**src/rtl/spi_ram_pkg.sv**
```systemverilog
// Shared opcodes, default widths and the optional parity width for the SPI command RAM.
// SPI_RAM_PARITY_EN adds one even-parity bit to every stored word.
package spi_ram_pkg;

  typedef logic [1:0] cmd_t;

  localparam cmd_t CMD_WR_ADDR = 2'b00;
  localparam cmd_t CMD_WR_DATA = 2'b01;
  localparam cmd_t CMD_RD_ADDR = 2'b10;
  localparam cmd_t CMD_RD_DATA = 2'b11;

  localparam int DEF_MEM_DEPTH  = 256;
  localparam int DEF_ADDR_SIZE  = 8;
  localparam int DEF_DATA_WIDTH = 8;
  localparam int DEF_TX_HOLD    = 10;

`ifdef SPI_RAM_PARITY_EN
  localparam int PAR_W = 1;
`else
  localparam int PAR_W = 0;
`endif

endpackage

```
**src/rtl/spi_ram_array.sv**
```systemverilog
// Single-port storage: synchronous write, combinational read so the command edge can latch data.
// Addresses at or beyond DEPTH are ignored on write and read back as zero.
module spi_ram_array #(
  parameter int DEPTH  = 256,
  parameter int ADDR_W = 8,
  parameter int WORD_W = 8
) (
  input  logic              clk,
  input  logic              we,
  input  logic [ADDR_W-1:0] addr,
  input  logic [WORD_W-1:0] wdata,
  output logic [WORD_W-1:0] rdata
);

  logic [WORD_W-1:0] mem [DEPTH];
  logic              in_range;

  assign in_range = 32'(addr) < DEPTH;

  always_ff @(posedge clk) begin
    if (we && in_range) mem[addr] <= wdata;
  end

  assign rdata = in_range ? mem[addr] : '0;

endmodule

```
**src/rtl/spi_ram_cmd.sv**
```systemverilog
// Command-decoding RAM behind the SPI slave: address/data opcodes in, held read data out.
// SPI_RAM_PARITY_EN stores even parity per word and flags mismatches on read.
module spi_ram_cmd
  import spi_ram_pkg::*;
#(
  parameter int MEM_DEPTH  = DEF_MEM_DEPTH,
  parameter int ADDR_SIZE  = DEF_ADDR_SIZE,
  parameter int DATA_WIDTH = DEF_DATA_WIDTH,
  parameter int TX_HOLD    = DEF_TX_HOLD
) (
  input  logic                  clk,
  input  logic                  rst_n,
  input  logic [DATA_WIDTH+1:0] din,
  input  logic                  rx_valid,
  output logic [DATA_WIDTH-1:0] dout,
  output logic                  tx_valid,
  output logic                  parity_err
);

  localparam int WORD_W = DATA_WIDTH + PAR_W;
  localparam int CNT_W  = (TX_HOLD > 1) ? $clog2(TX_HOLD) : 1;
  localparam logic [CNT_W-1:0] HOLD_INIT = CNT_W'(TX_HOLD - 1);

  cmd_t                  cmd;
  logic [DATA_WIDTH-1:0] payload;
  logic [ADDR_SIZE-1:0]  wr_addr;
  logic [ADDR_SIZE-1:0]  rd_addr;
  logic [ADDR_SIZE-1:0]  arr_addr;
  logic [WORD_W-1:0]     arr_wdata;
  logic [WORD_W-1:0]     arr_rdata;
  logic                  arr_we;
  logic                  rd_cmd;
  logic [CNT_W-1:0]      hold_cnt;

  assign cmd     = cmd_t'(din[DATA_WIDTH+1:DATA_WIDTH]);
  assign payload = din[DATA_WIDTH-1:0];

  always_comb begin
    arr_we   = rx_valid && (cmd == CMD_WR_DATA);
    rd_cmd   = rx_valid && (cmd == CMD_RD_DATA);
    arr_addr = arr_we ? wr_addr : rd_addr;
  end

`ifdef SPI_RAM_PARITY_EN
  assign arr_wdata = {^payload, payload};
`else
  assign arr_wdata = payload;
`endif

  spi_ram_array #(
    .DEPTH  (MEM_DEPTH),
    .ADDR_W (ADDR_SIZE),
    .WORD_W (WORD_W)
  ) u_array (
    .clk   (clk),
    .we    (arr_we),
    .addr  (arr_addr),
    .wdata (arr_wdata),
    .rdata (arr_rdata)
  );

  always_ff @(posedge clk or negedge rst_n) begin
    if (!rst_n) begin
      wr_addr <= '0;
      rd_addr <= '0;
    end else if (rx_valid) begin
      case (cmd)
        CMD_WR_ADDR: wr_addr <= payload[ADDR_SIZE-1:0];
        CMD_RD_ADDR: rd_addr <= payload[ADDR_SIZE-1:0];
        default: ;
      endcase
    end
  end

  // A new read restarts the hold window; otherwise count down and drop at terminal count.
  always_ff @(posedge clk or negedge rst_n) begin
    if (!rst_n) begin
      dout     <= '0;
      tx_valid <= 1'b0;
      hold_cnt <= '0;
    end else if (rd_cmd) begin
      dout     <= arr_rdata[DATA_WIDTH-1:0];
      tx_valid <= 1'b1;
      hold_cnt <= HOLD_INIT;
    end else if (tx_valid) begin
      if (hold_cnt == '0) tx_valid <= 1'b0;
      else                hold_cnt <= hold_cnt - 1'b1;
    end
  end

`ifdef SPI_RAM_PARITY_EN
  always_ff @(posedge clk or negedge rst_n) begin
    if (!rst_n)      parity_err <= 1'b0;
    else if (rd_cmd) parity_err <= (^arr_rdata[DATA_WIDTH-1:0]) != arr_rdata[DATA_WIDTH];
  end
`else
  assign parity_err = 1'b0;
`endif

endmodule

```
**config.mk**
```make
export PLATFORM = sky130hd
export DESIGN_NAME = spi_ram_cmd
export DESIGN_NICKNAME = d
export VERILOG_FILES = /design/src/rtl/spi_ram_pkg.sv /design/src/rtl/spi_ram_array.sv /design/src/rtl/spi_ram_cmd.sv
export SDC_FILE = /design/constraint.sdc
export NUM_CORES = 2
export LEC_CHECK = 0
export CAP_MARGIN = 20
export CORE_MARGIN = 2
export CORE_UTILIZATION = 63
export DETAILED_ROUTE_END_ITERATION = 6
export HOLD_SLACK_MARGIN = 0.1
export PLACE_DENSITY_LB_ADDON = 0.05
export SLEW_MARGIN = 20
export SYNTH_ARGS = -nofsm -noshare
export SYNTH_HDL_FRONTEND = slang
export SYNTH_HIERARCHICAL = 1
export SYNTH_SLANG_ARGS = --single-unit
export TNS_END_PERCENT = 20
```
**constraint.sdc**
```tcl
create_clock -name clk -period 3.7 [get_ports clk]
set_clock_uncertainty 0.2 [all_clocks]
set_input_delay 0.555 -clock clk [delete_from_list [all_inputs] [get_ports clk]]
set_output_delay 0.555 -clock clk [all_outputs]
set_load 0.005 [all_outputs]
```
---- Word level (Yosys, flattened, before mapping) ----
Memories as Yosys holds them, arrays and structs flattened. A register that Yosys moved wholly into a read port is not among the register bits.
Cells that the tools add are included.
storage, ports and cells
  register bits after elaboration ......... 21
  bits in writable memories ............... 2048
  input port bits ......................... 13
  output and inout bits ................... 10
  memories kept ........................... 1
memory list
  memory       words  width  read ports  clocked after memory_dff  wr ports  line                 text
  u_array.mem  256    8      1           1                         1         spi_ram_array.sv:15  logic [WORD_W-1:0] mem [DEPTH];
operators by class
  add/subtract/negate cells ............... 1
  eq/ne operators ......................... 4
  mux-type cells .......................... 9
  reduce and logical (&&, ||, !) cells .... 9
operators by type and width
  operator                                                                count
  4-bit two-way mux                                                       3
  8-bit two-way mux                                                       1
  2-bit AND reduction                                                     3
  1-bit two-way mux                                                       5
  2-bit equality test (second input constant)                             2
  4-bit zero test                                                         1
  4-bit by 1-bit subtractor with 4-bit output (second input constant)     1
  2-bit by 1-bit equality test with 1-bit output (second input constant)  1
  1-bit logical AND                                                       2
  2-bit zero test                                                         1
  2-bit inequality test (second input constant)                           1
  2-bit nonzero test                                                      1
  1-bit zero test                                                         1

---- Longest topological paths before layout ----
  depth in word-level cells ............... 4
  mapped depth ............................ 13
  depth with buffers taken out ............ 9

---- Cells and area by module ----
The synthesis kept the hierarchy.
by module, submodules not included
  module         instances  cells an instance  area an instance (µm²)
  spi_ram_array  1          3539               78332.6
  spi_ram_cmd    1          108                1293.7

---- Worst setup path after synthesis ----
OpenSTA, ideal clock, no wires.
  kind .................................... input -> register
  start point ............................. input port din[9]
  end point ............................... memory u_array.mem[111][0] (enable)
  arrival ................................. 2.960 ns
  data required time ...................... 3.130 ns
  slack ................................... 0.170 ns
  stages .................................. 11
  cells stage by stage .................... nand3b_2 > mux2_2 > buf_2 > clkbuf_1 > clkbuf_1 > nand2_1 > buf_2 > nor2_1 > nand2_1 > clkbuf_1 > nor2_1
between the ends
  elaborated cells between the ends (all ways) .. 5
  classes of those cells .................. 1 x eq/ne; 3 x mux; 1 x reduce/logical
RTL lines
  what                                            line                 text
  from (decl)                                     spi_ram_cmd.sv:13    input logic [DATA_WIDTH+1:0] din,
  2-bit by 1-bit equality test with 1-bit output  spi_ram_cmd.sv:39    arr_we = rx_valid && (cmd == CMD_WR_DATA);
  1-bit logical AND                               spi_ram_cmd.sv:39
  8-bit two-way mux                               spi_ram_cmd.sv:41    arr_addr = arr_we ? wr_addr : rd_addr;
  net arr_addr[1]                                 spi_ram_cmd.sv:28    logic [ADDR_SIZE-1:0] arr_addr;
  to (decl)                                       spi_ram_array.sv:15
The timed path passes the listed nets, and every way through them passes these cells.

---- Final worst setup path ----
  start point ............................. input port din[9]
  end point ............................... register dout[5], read port of u_array.mem
between the ends
  word-level cells in the longest chain between the ends .. 3
  elaborated cells between the ends (all ways) .. 5
  classes of those cells .................. 2 x eq/ne; 1 x mux; 2 x reduce/logical
RTL lines
  what                                            line               text
  2-bit by 1-bit equality test with 1-bit output  spi_ram_cmd.sv:39
  1-bit logical AND                               spi_ram_cmd.sv:39
  8-bit two-way mux                               spi_ram_cmd.sv:41
  net arr_addr[1]                                 spi_ram_cmd.sv:28
  to (decl)                                       spi_ram_cmd.sv:15  output logic [DATA_WIDTH-1:0] dout,
The timed path passes the listed nets, and every way through them passes these cells.
A chain may end at the register's enable or synchronous reset.

==> results.txt <==
Layout cell share with drive strength beyond 1 - 34.9%
Nets - 4370
Sw frac - 24.3%
Reg area - 62200 sq um
CTS buffer count - 198
Launching point of the worst reg2reg path - wr_addr[0]$_DFFE_PN0P_
RSZ-0062 raised after global routing - false
CTS max path bufs - 3
Final instance area - 94000 sq um
Clock sink count - 2077
Clock Power Share - 36.3%
Final WL - 196 mm
Post-DP HPWL - 124 mm
I/O pin count - 23
Total GRT Usage - 30.9%
Clock Latency Late Sink - 820 ps
Area of the multi-input gates - 16500 sq um
CTS tree - yes
Leak - 30.5 nW
Die W - 360 um
Worst Setup End Kind - flop
Die height - 360 um
Via density per instance - 6.65
Fillcell total - 6919
Syn Nets - 3662
Core Box Area - 126000 sq um
Via count of the first global-routing pass - 42000
CTS Root Cell - clkbuf_16
Avg Cell Area, Syn - 21.8 sq um
FF-to-FF path depth - 13
Power per Cell Area - 583 nW/um^2
Data arrival time of the worst path - 4160 ps
CP Data Required Time - 4210 ps
H-tree depth - 4
Setup crit start kind - input port
Crit path time final - 3650 ps
Total power after layout - 54.8 mW
Worst min path class - input port to flop
Post-DRT Antenna Nets - 0
Vias after detailed routing - 41100
Crit. Startpoint - din[9]
Avg WL per Cell - 31.7 um
Outcome - complete, no violations
Hold Crit Start - din[2]
P_int - 41.5 mW
Slew Limit Headroom - 38.0%
Syn-to-layout area delta - 18.1%
Fmax - 274 MHz
CP Class - input port to flop
Min-Delay Path Depth - 1
Post-place instance area - 87300 sq um
Initial Util - 63.4%
Global-route wire length before repair - 286 mm
Gr ovfl total - 0
Sw Pwr - 13.3 mW
1st-iter DRT viols - 5570
FP Rows - 130
Worst-path clk slew - 60 ps
Cell taking the most area after synthesis - edfxtp_1
IO Port Bufs - 21
Max-Cap Viols - 0
Post-Syn Area - 79600 sq um
Initial antenna violation count - 1
Period utilization - 98.6%
Setup_tns - 0 ps
VDD IR-drop max - 0.625 mV
Sequential share of power - 47.7%
Routability cong. - 0.948
Final setup vio count - 0
Remaining DRCs - 0
Measured slew at the worst slew-check pin - 930 ps
Top-area cell type share of the netlist area - 77.2%
First-pass DRT Iterations - 5
Die area - 129000 sq um
Cell count after synthesis - 3647
Sequential-to-total area share from yosys stat - 78.1%
Final Hold Fails - 0
Count of cell types in the netlist - 36
Top post-synthesis cells by area - edfxtp_1, mux4_2, a22oi_1
FF+latch count, synth - 2077
Final Max Slew Viols - 0
CP Max Fanout - 28
Largest net degree at the start of global routing - 120
Share of total power in combinational logic - 16.0%
Yosys Warn Count - 6
[metal layers]
layer / wire, um / vias up / track usage (%)
met5: 22 / - / 0
li1: - / 16800 / -
met4: 6790 / 2 / 11.2
met2: 94200 / 2231 / 47.8
met3: 20300 / 318 / 6.75
met1: 74700 / 21700 / 44.6
[cell usage in the layout (no fill, tap or decap), types with 14 or more instances in the layout]
cell type,count
a22oi_1,249
clkinv_1,51
bufinv_16,23
nor2_1,232
a21oi_1,129
o41ai_1,24
clkbuf_16,198
buf_12,81
nand2_1,57
buf_4,629
clkbuf_1,33
edfxtp_1,2048
mux2_2,22
clkinv_2,45
nor3_1,30
mux4_2,512
nand3_1,14
dfrtp_1,29
[path summary, 6_finish.rpt]
kind	endpoint	slack, ps
worst max register to register	dout[5]$_DFFE_PN0P_	180
worst max-delay path	dout[5]$_DFFE_PN0P_	50
min in group asynchronous	tx_valid$_DFF_PN0_	550
worst min register to register	rd_addr[6]$_DFFE_PN0P_	310
max in group asynchronous	rd_addr[3]$_DFFE_PN0P_	2390
worst min-delay path	u_array/mem[103][2]$_DFFE_PP_	170
[power by group through the flow]
| stage | combinational (mW) | sequential [mW] | clock (mW) |
|---|---|---|---|
| final | 8.75 | 26.1 | 19.9 |
| after global routing | 9.17 | 26.1 | 21.1 |
| after CTS | 8.69 | 26.1 | 20.2 |
| after detailed placement | 8.56 | 26.6 | 0 |
| after global placement | 8.41 | 26.6 | 0 |
| after floorplan | 4.69 | 26.5 | 0 |
[per-stage QoR]
stage,utilization [%],worst slack [ps],instances,hold WS (ps)
after floorplan,-,170,3647,59.4
after global placement,69.5,-1390,5795,284
after detailed placement,69.5,-1390,5795,294
after CTS,74.8,58.4,6175,163
after global routing,74.9,4.56,6175,187
final,74.9,53.5,6176,171
[synth_stat cells]
| master | instances |
|---|---|
| nand4_1 | 8 |
| buf_1 | 19 |
| or2_2 | 2 |
| a22oi_1 | 256 |
| a211o_1 | 1 |
| edfxtp_1 | 2048 |
| buf_4 | 17 |
| buf_2 | 37 |
| nand3b_2 | 2 |
| nor3_1 | 30 |
| a31oi_1 | 1 |
| mux4_2 | 512 |
| a21oi_1 | 130 |
| nand2b_1 | 6 |
| or3b_4 | 1 |
| nor4b_1 | 1 |
| nand3_1 | 14 |
| dfrtp_1 | 29 |
| o41ai_1 | 32 |
| and2_1 | 3 |
| nor3b_4 | 1 |
| nor2_1 | 233 |
| conb_1 | 1 |
| and3_2 | 1 |
| buf_6 | 16 |
| o21ai_0 | 1 |
| nand2_1 | 57 |
| inv_1 | 5 |
| and3_1 | 1 |
| ha_1 | 2 |
| a21boi_0 | 1 |
| clkbuf_1 | 146 |
| mux2_2 | 24 |
| or3_1 | 1 |
| nor2b_1 | 7 |
| o211ai_1 | 1 |
[kinds of logic after synthesis]
family          share of synthesized area, %
compound gates                          3.63
fa+ha+maj                             0.0314
buf+inv                                 1.42
flops                                   78.1
mux                                     14.8
other cells                          0.00471
simple gates                            1.95
[timing repair]
item                                    CTS  global route
cloned                                    3             1
endpoints found under the setup margin    2             6
resized for setup                         9            16
endpoints found under the hold margin    37             0
hold buffers                              2             0
buffers inserted                          5             0
[flip-flops by register name, indices dropped and copies added, names as in the netlist]
signal and flops:
tx_valid 1, rd_addr 8, hold_cnt 4, dout 8
wr_addr 8, u_array/mem 2048
[layout make-up]
type / count / share of cell area [%]
Timing Repair Buffer: 739 / 7.15
Inverter: 5 / 0.0200
Clock inverter: 139 / 1.46
Multi-Input combinational cell: 1334 / 17.6
Tap cell: 1650 / 2.20
Clock buffer: 231 / 5.40
Antenna cell: 1 / 0.00266
Sequential cell: 2077 / 66.2
[worst max-delay path, stage by stage]
cell and delay (ps):
clkdlybuf4s50_1 530, nand3b_4 230, buf_6 190, mux2_8 460, buf_16 220, buf_4 160
mux4_2 300, a22oi_1 250, a21oi_1 130, buf_4 170, o41ai_4 450, buf_4 220
nand4_1 100, nand2_1 110, nand2_1 50
Note: power is estimated with default switching activity, not from simulation.
